[config.mk]
export PLATFORM = sky130hd
export DESIGN_NAME = bcd_conv_scheduler_flat
export DESIGN_NICKNAME = d
export VERILOG_FILES = /design/src/rtl/bcd_conv_scheduler_if.sv /design/src/rtl/bcd_conv_scheduler.sv /design/src/flat_wrapper.sv
export SDC_FILE = /design/constraint.sdc
export NUM_CORES = 1
export LEC_CHECK = 0
export ABC_AREA = 1
export CAP_MARGIN = 5
export CORE_MARGIN = 2
export CORE_UTILIZATION = 40
export DETAILED_ROUTE_END_ITERATION = 10
export MAX_ROUTING_LAYER = met4
export PLACE_DENSITY_LB_ADDON = 0.08
export SYNTH_ARGS = -nofsm -noshare
export SYNTH_HDL_FRONTEND = slang
export SYNTH_SLANG_ARGS = --single-unit
[constraint.sdc]
create_clock -name clk -period 2.4 [get_ports clk]
set_input_delay 0.36 -clock clk [delete_from_list [all_inputs] [get_ports clk]]
set_output_delay 0.36 -clock clk [all_outputs]
set_load 0.01 [all_outputs]
[src/rtl/bcd_conv_scheduler_if.sv]
// Requester/result and converter-side signal bundle for bcd_conv_scheduler.
// master = the scheduler, slave = requesters plus converter.
interface bcd_conv_scheduler_if #(
  parameter int NUM_REQ = 4
);
  localparam int IDW = $clog2(NUM_REQ);

  logic [NUM_REQ-1:0]   req;
  logic [9*NUM_REQ-1:0] req_BIN;
  logic [NUM_REQ-1:0]   ack;
  logic [3:0]           res_UND;
  logic [3:0]           res_DEC;
  logic [3:0]           res_CEN;
  logic [IDW-1:0]       res_id;
  logic                 res_valid;
  logic                 res_err;
  logic                 busy;
  logic                 conv_init;
  logic [8:0]           conv_BIN;
  logic                 conv_DONE;
  logic [3:0]           conv_UND;
  logic [3:0]           conv_DEC;
  logic [3:0]           conv_CEN;

  modport master (
    input  req, req_BIN,
    input  conv_DONE, conv_UND, conv_DEC, conv_CEN,
    output ack, res_UND, res_DEC, res_CEN,
    output res_id, res_valid, res_err, busy,
    output conv_init, conv_BIN
  );

  modport slave (
    output req, req_BIN,
    output conv_DONE, conv_UND, conv_DEC, conv_CEN,
    input  ack, res_UND, res_DEC, res_CEN,
    input  res_id, res_valid, res_err, busy,
    input  conv_init, conv_BIN
  );
endinterface

[src/rtl/bcd_conv_scheduler.sv]
// Round-robin scheduler sharing one binary-to-BCD converter among requesters,
// with a watchdog that aborts conversions that never report done.
module bcd_conv_scheduler #(
  parameter int NUM_REQ = 4,
  parameter int TIMEOUT = 64
) (
  input logic clk,
  input logic rst,
  bcd_conv_scheduler_if.master bus
);
  localparam int IDW = $clog2(NUM_REQ);

  typedef enum logic [2:0] {
    IDLE, ISSUE, ARM, WAIT, CAPTURE, ABORT
  } state_t;

  state_t         state, state_nx;
  logic [IDW-1:0] rr_ptr;
  logic [IDW-1:0] res_id;
  logic [8:0]     conv_bin;
  logic [3:0]     und, dec, cen;
  logic [7:0]     wdog;
  logic           found;
  logic [IDW-1:0] pick;
  logic           wd_hit;
  logic [8:0]     ops [NUM_REQ];

  for (genvar g = 0; g < NUM_REQ; g++) begin : g_ops
    assign ops[g] = bus.req_BIN[9*g +: 9];
  end

  // First set request at or after rr_ptr, searching upward with wrap
  always_comb begin
    found = 1'b0;
    pick  = '0;
    for (int i = 0; i < NUM_REQ; i++) begin
      logic [IDW-1:0] idx;
      idx = IDW'((int'(rr_ptr) + i) % NUM_REQ);
      if (!found && bus.req[idx]) begin
        found = 1'b1;
        pick  = idx;
      end
    end
  end

  assign wd_hit = (wdog == 8'(TIMEOUT - 1));

  always_comb begin
    state_nx = state;
    unique case (state)
      IDLE:    if (found) state_nx = ISSUE;
      ISSUE:   state_nx = ARM;
      ARM: begin
        if (!bus.conv_DONE) state_nx = WAIT;
        else if (wd_hit)    state_nx = ABORT;
      end
      WAIT: begin
        if (bus.conv_DONE) state_nx = CAPTURE;
        else if (wd_hit)   state_nx = ABORT;
      end
      CAPTURE: state_nx = IDLE;
      ABORT:   state_nx = IDLE;
      default: state_nx = IDLE;
    endcase
  end

  always_ff @(posedge clk or negedge rst) begin
    if (!rst) begin
      state    <= IDLE;
      rr_ptr   <= '0;
      res_id   <= '0;
      conv_bin <= '0;
      und      <= '0;
      dec      <= '0;
      cen      <= '0;
      wdog     <= '0;
    end else begin
      state <= state_nx;
      if (state == IDLE && found) begin
        res_id   <= pick;
        conv_bin <= ops[pick];
      end
      if (state == WAIT && bus.conv_DONE) begin
        und <= bus.conv_UND;
        dec <= bus.conv_DEC;
        cen <= bus.conv_CEN;
      end
      // Counter restarts on entry to each wait state
      if (state_nx != state &&
          (state_nx == ARM || state_nx == WAIT))
        wdog <= '0;
      else if (state == ARM || state == WAIT)
        wdog <= wdog + 8'd1;
      if (state == CAPTURE || state == ABORT)
        rr_ptr <= (res_id == IDW'(NUM_REQ - 1))
                  ? '0 : res_id + IDW'(1);
    end
  end

  assign bus.conv_init = (state == ISSUE);
  assign bus.conv_BIN  = conv_bin;
  assign bus.busy      = (state != IDLE);
  assign bus.res_valid = (state == CAPTURE);
  assign bus.res_err   = (state == ABORT);
  assign bus.res_id    = res_id;
  assign bus.res_UND   = und;
  assign bus.res_DEC   = dec;
  assign bus.res_CEN   = cen;
  assign bus.ack       = (state == CAPTURE || state == ABORT)
                         ? (NUM_REQ'(1) << res_id) : '0;
endmodule

[src/flat_wrapper.sv]
// flat-port wrapper written by rule: the top's interface ports become plain ports
module bcd_conv_scheduler_flat 
#(
  parameter int NUM_REQ = 4,
  parameter int TIMEOUT = 64
)
  (clk, rst, bus_req, bus_req_BIN, bus_conv_DONE, bus_conv_UND, bus_conv_DEC, bus_conv_CEN, bus_ack, bus_res_UND, bus_res_DEC, bus_res_CEN, bus_res_id, bus_res_valid, bus_res_err, bus_busy, bus_conv_init, bus_conv_BIN);
  bcd_conv_scheduler_if #(.NUM_REQ(NUM_REQ)) bus_i ();
  input logic clk;
  input logic rst;
  input wire logic [$bits(bus_i.req)-1:0] bus_req;
  input wire logic [$bits(bus_i.req_BIN)-1:0] bus_req_BIN;
  input wire logic [$bits(bus_i.conv_DONE)-1:0] bus_conv_DONE;
  input wire logic [$bits(bus_i.conv_UND)-1:0] bus_conv_UND;
  input wire logic [$bits(bus_i.conv_DEC)-1:0] bus_conv_DEC;
  input wire logic [$bits(bus_i.conv_CEN)-1:0] bus_conv_CEN;
  output wire logic [$bits(bus_i.ack)-1:0] bus_ack;
  output wire logic [$bits(bus_i.res_UND)-1:0] bus_res_UND;
  output wire logic [$bits(bus_i.res_DEC)-1:0] bus_res_DEC;
  output wire logic [$bits(bus_i.res_CEN)-1:0] bus_res_CEN;
  output wire logic [$bits(bus_i.res_id)-1:0] bus_res_id;
  output wire logic [$bits(bus_i.res_valid)-1:0] bus_res_valid;
  output wire logic [$bits(bus_i.res_err)-1:0] bus_res_err;
  output wire logic [$bits(bus_i.busy)-1:0] bus_busy;
  output wire logic [$bits(bus_i.conv_init)-1:0] bus_conv_init;
  output wire logic [$bits(bus_i.conv_BIN)-1:0] bus_conv_BIN;
  assign bus_i.req = bus_req;
  assign bus_i.req_BIN = bus_req_BIN;
  assign bus_i.conv_DONE = bus_conv_DONE;
  assign bus_i.conv_UND = bus_conv_UND;
  assign bus_i.conv_DEC = bus_conv_DEC;
  assign bus_i.conv_CEN = bus_conv_CEN;
  assign bus_ack = bus_i.ack;
  assign bus_res_UND = bus_i.res_UND;
  assign bus_res_DEC = bus_i.res_DEC;
  assign bus_res_CEN = bus_i.res_CEN;
  assign bus_res_id = bus_i.res_id;
  assign bus_res_valid = bus_i.res_valid;
  assign bus_res_err = bus_i.res_err;
  assign bus_busy = bus_i.busy;
  assign bus_conv_init = bus_i.conv_init;
  assign bus_conv_BIN = bus_i.conv_BIN;
  bcd_conv_scheduler #(.NUM_REQ(NUM_REQ), .TIMEOUT(TIMEOUT)) u_core (.clk(clk), .rst(rst), .bus(bus_i));
endmodule
==> results.yml <==
critical_path:
  cp_slowest_stage_delay_ns: 0.55
  critical_path.slowest_cell: "clkdlybuf4s50_1"
  required_ns: 2.04
  reg2reg_depth: 14
  crit_path_cell_trace: "inv_1, nand2_1, nor2_1, clkdlybuf4s50_1"
  worstSetupPathType: "reg -> out"
  critPathMaxFanout: 10
  reg2reg_to: "u_core.bus.conv_BIN[1]$_DFFE_PN0P_"
  crit_arrival_ns: 1.73
  reg2reg_slack_ns: 0.32
  endpoint_kind: "output port"
  r2r_start: "u_core.rr_ptr[0]$_DFFE_PN0N_"
  cp-start-kind: "register"
routing:
  routed_wirelength_um: 5508
  ant_nets: 0
  drc: 0
  firstDrtPassIters: 4
  drt_iter0_markers: 111
  viasPerCell: 4.679
  post_drt_wl_per_cell_um: 11.55
  vias: 2232
synthesis:
  synth.avg_cell_area_um2: 7.595
  ys_seq_elements: 36
  synth_area_mm2: 0.002392
  syn_nets: 375
  synth_top_area_share_pct: 37.66
  synth_edf_count: 0
  ys_types: 31
  synth_area_leader_cell: "dfrtp_1"
  seq_area_frac_synth_pct: 37.66
  yosys-top-cells-area: "dfrtp_1 (38%), nand2_1 (13%), nand3_1 (8.2%)"
  syn_inst: 315
  ys.flop_type: "dfrtp_1"
  ys_async_sr_fraction_pct: 100.0
  yosys_warnings: 0
outcome:
  status: "completed"
timing:
  finalCritPeriodShare_pct: 87.13
  rsz0062_at_grt: "no"
  fin_skew_ns: 0.004602
  tightest_slew_ns: 0.8158
  slew_headroom_pct: 45.61
  slew_violations: 0
  hold_viol_final: 0
  setup_violations: 0
  fin_setup_tns_ns: 0
  fmax_ghz: 0.4782
  period_needed_ns: 2.091
pwr:
  ir_drop_mv: 0.6598
  power.leakage_nw: 1.690
  p_per_area_mw_per_mm2: 1322
final_layout:
  fin_area_mm2: 0.003413
  areaGrowthSynthToFinish_pct: 42.68
  nets: 461
  drive_gt1_share_pct: 13.18
  fill_cells: 584
  antenna_cells: 0
floorplan:
  coreArea_mm2: 0.005851
  io_pins: 86
  die_h_um: 81.34
  initial_core_util_pct: 40.89
  num_rows: 28
  die_x_um: 81.34
  die_area_mm2: 0.006615
clocking:
  cts_num_sinks: 36
  cts_hold_repair.buffers: 0
  cts_buffers: 5
  root_buffer: "clkbuf_8"
  cts.path.max_buffers: 2
  post_cts_buffers: 0
  cts_tree: "built"
  path_clk_slew_ns: 0.08
  ctsResizeCount: 0
  cts_htree_levels: 2
  worstSkewPairLatency_ns: 0.28
global_routing:
  track_usage_pct: 18.61
  grt_overflow: 0
  grt_util_met2_pct: 32.38
  grt_first_pass_wirelength_um: 9487
  antenna_found_initial: 0
  grt_max_degree: 37
  grt_use_met3_pct: 3.778
  met1_usage_pct: 22.42
  grt_pass1_vias: 2211
  top_usage_layer: "met2"
placement:
  dp_hpwl_um: 4188
  gp_congestion: 0.8592
  io_buffers: 85
  placed_area_mm2: 0.003287
hold_path:
  hp-class: "in -> async"
flow_run:
  drv_cap: 0
-- routing by layer --
layer	vias up	part of all wire [%]
met5	-	0
met4	0	0.53
met3	4	4.3
met2	43	50
met1	1031	46
li1	1154	-
-- cells in the mapped netlist, types with 3 or more instances --
cell type and instances:
nand2_1 84, inv_1 45, nand3_1 39, dfrtp_1 36, nor2_1 21, mux2_2 11
nand2_2 11, nand3b_1 10, a21oi_1 7, ha_1 5, nand2_4 5, o21ai_0 5
buf_6 4, xor2_1 4, buf_2 3, inv_2 3, nor2_2 3, nor3_1 3
-- final cells by class --
type                       count  area (um2)  area share [%]
inverter                      50       202.7           5.938
multi-input combinational    220        1221           35.78
clock inverter                 1       30.03          0.8798
clock buffer                   7       96.34           2.823
tap                           75       93.84           2.749
sequential                    36       900.9           26.39
timing repair buffer          88       868.3           25.44
-- power breakdown --
part / total (mW) / switching [mW] / internal (mW)
clock: 0.585 / 0.218 / 0.367
sequential: 1.06 / 0.197 / 0.868
combinational: 2.86 / 1.62 / 1.24
-- worst max-delay path by stage --
stage                     slack (ns)                                 end                    startpoint
final                           0.31                         bus_res_err     u_core.state[1]$_DFF_PN0_
after global routing            0.05  u_core.bus.conv_BIN[6]$_DFFE_PN0P_  u_core.rr_ptr[0]$_DFFE_PN0N_
after CTS                       0.27                         bus_res_err     u_core.state[1]$_DFF_PN0_
after detailed placement        0.15  u_core.bus.conv_BIN[6]$_DFFE_PN0P_                    bus_req[2]
after global placement          0.20  u_core.bus.conv_BIN[2]$_DFFE_PN0P_                    bus_req[3]
after floorplan                 0.77  u_core.bus.conv_BIN[2]$_DFFE_PN0P_  u_core.rr_ptr[0]$_DFFE_PN0N_
-- logic make-up (layout without fill, tap and decap cells) --
kind of cell / count (synthesis) / in the layout / share of synthesized area, %
AND/OR/NAND/NOR: 181 / 181 / 36.72
AO/OA/AOI/OAI: 16 / 16 / 3.870
multiplexers: 12 / 12 / 5.649
XOR/XNOR: 6 / 6 / 2.197
adder cells (fa/ha/maj): 5 / 5 / 2.615
flip-flops: 36 / 36 / 37.66
buffers and inverters: 59 / 146 / 11.30
-- cell usage in the layout (no fill, tap or decap), types with 4 or more instances in the layout --
| cell type | netlist | layout |
|---|---|---|
| ha_1 | 5 | 5 |
| clkbuf_8 | 0 | 7 |
| xor2_1 | 4 | 4 |
| inv_1 | 45 | 45 |
| clkdlybuf4s50_1 | 0 | 84 |
| nand2_4 | 5 | 5 |
| nand2_1 | 84 | 84 |
| nor2_1 | 21 | 21 |
| nand3_1 | 39 | 39 |
| nand3b_1 | 10 | 10 |
| nand2_2 | 11 | 11 |
| mux2_2 | 11 | 11 |
| a21oi_1 | 7 | 7 |
| o21ai_0 | 5 | 5 |
| dfrtp_1 | 36 | 36 |
-- critical path, delay by kind of cell, from the launching register on --
family	cells	cell delay, ns
buf+inv	2	0.66
flops	1	0.42
simple gates	2	0.37
-- stage by stage --
stage	std cells	setup WS [ns]	util [%]	hold WS [ns]	power [mW]
after floorplan	315	0.7731	-	0.06441	3.105
after global placement	469	0.2010	56.18	0.4628	3.929
after detailed placement	469	0.1525	56.18	0.4642	3.968
after CTS	477	0.2709	58.34	0.1875	4.575
after global routing	477	0.04855	58.34	0.2351	4.959
final	477	0.3088	58.34	0.1627	4.511
-- flip-flops by register name, indices dropped and copies added (netlist names) --
register and cells:
u_core.bus.conv_BIN 9, u_core.bus.res_CEN 4, u_core.bus.res_DEC 4, u_core.bus.res_UND 4, u_core.bus.res_id 2, u_core.rr_ptr 2
u_core.state 3, u_core.wdog 8
No activity file was read; power rests on OpenSTA's default activity.
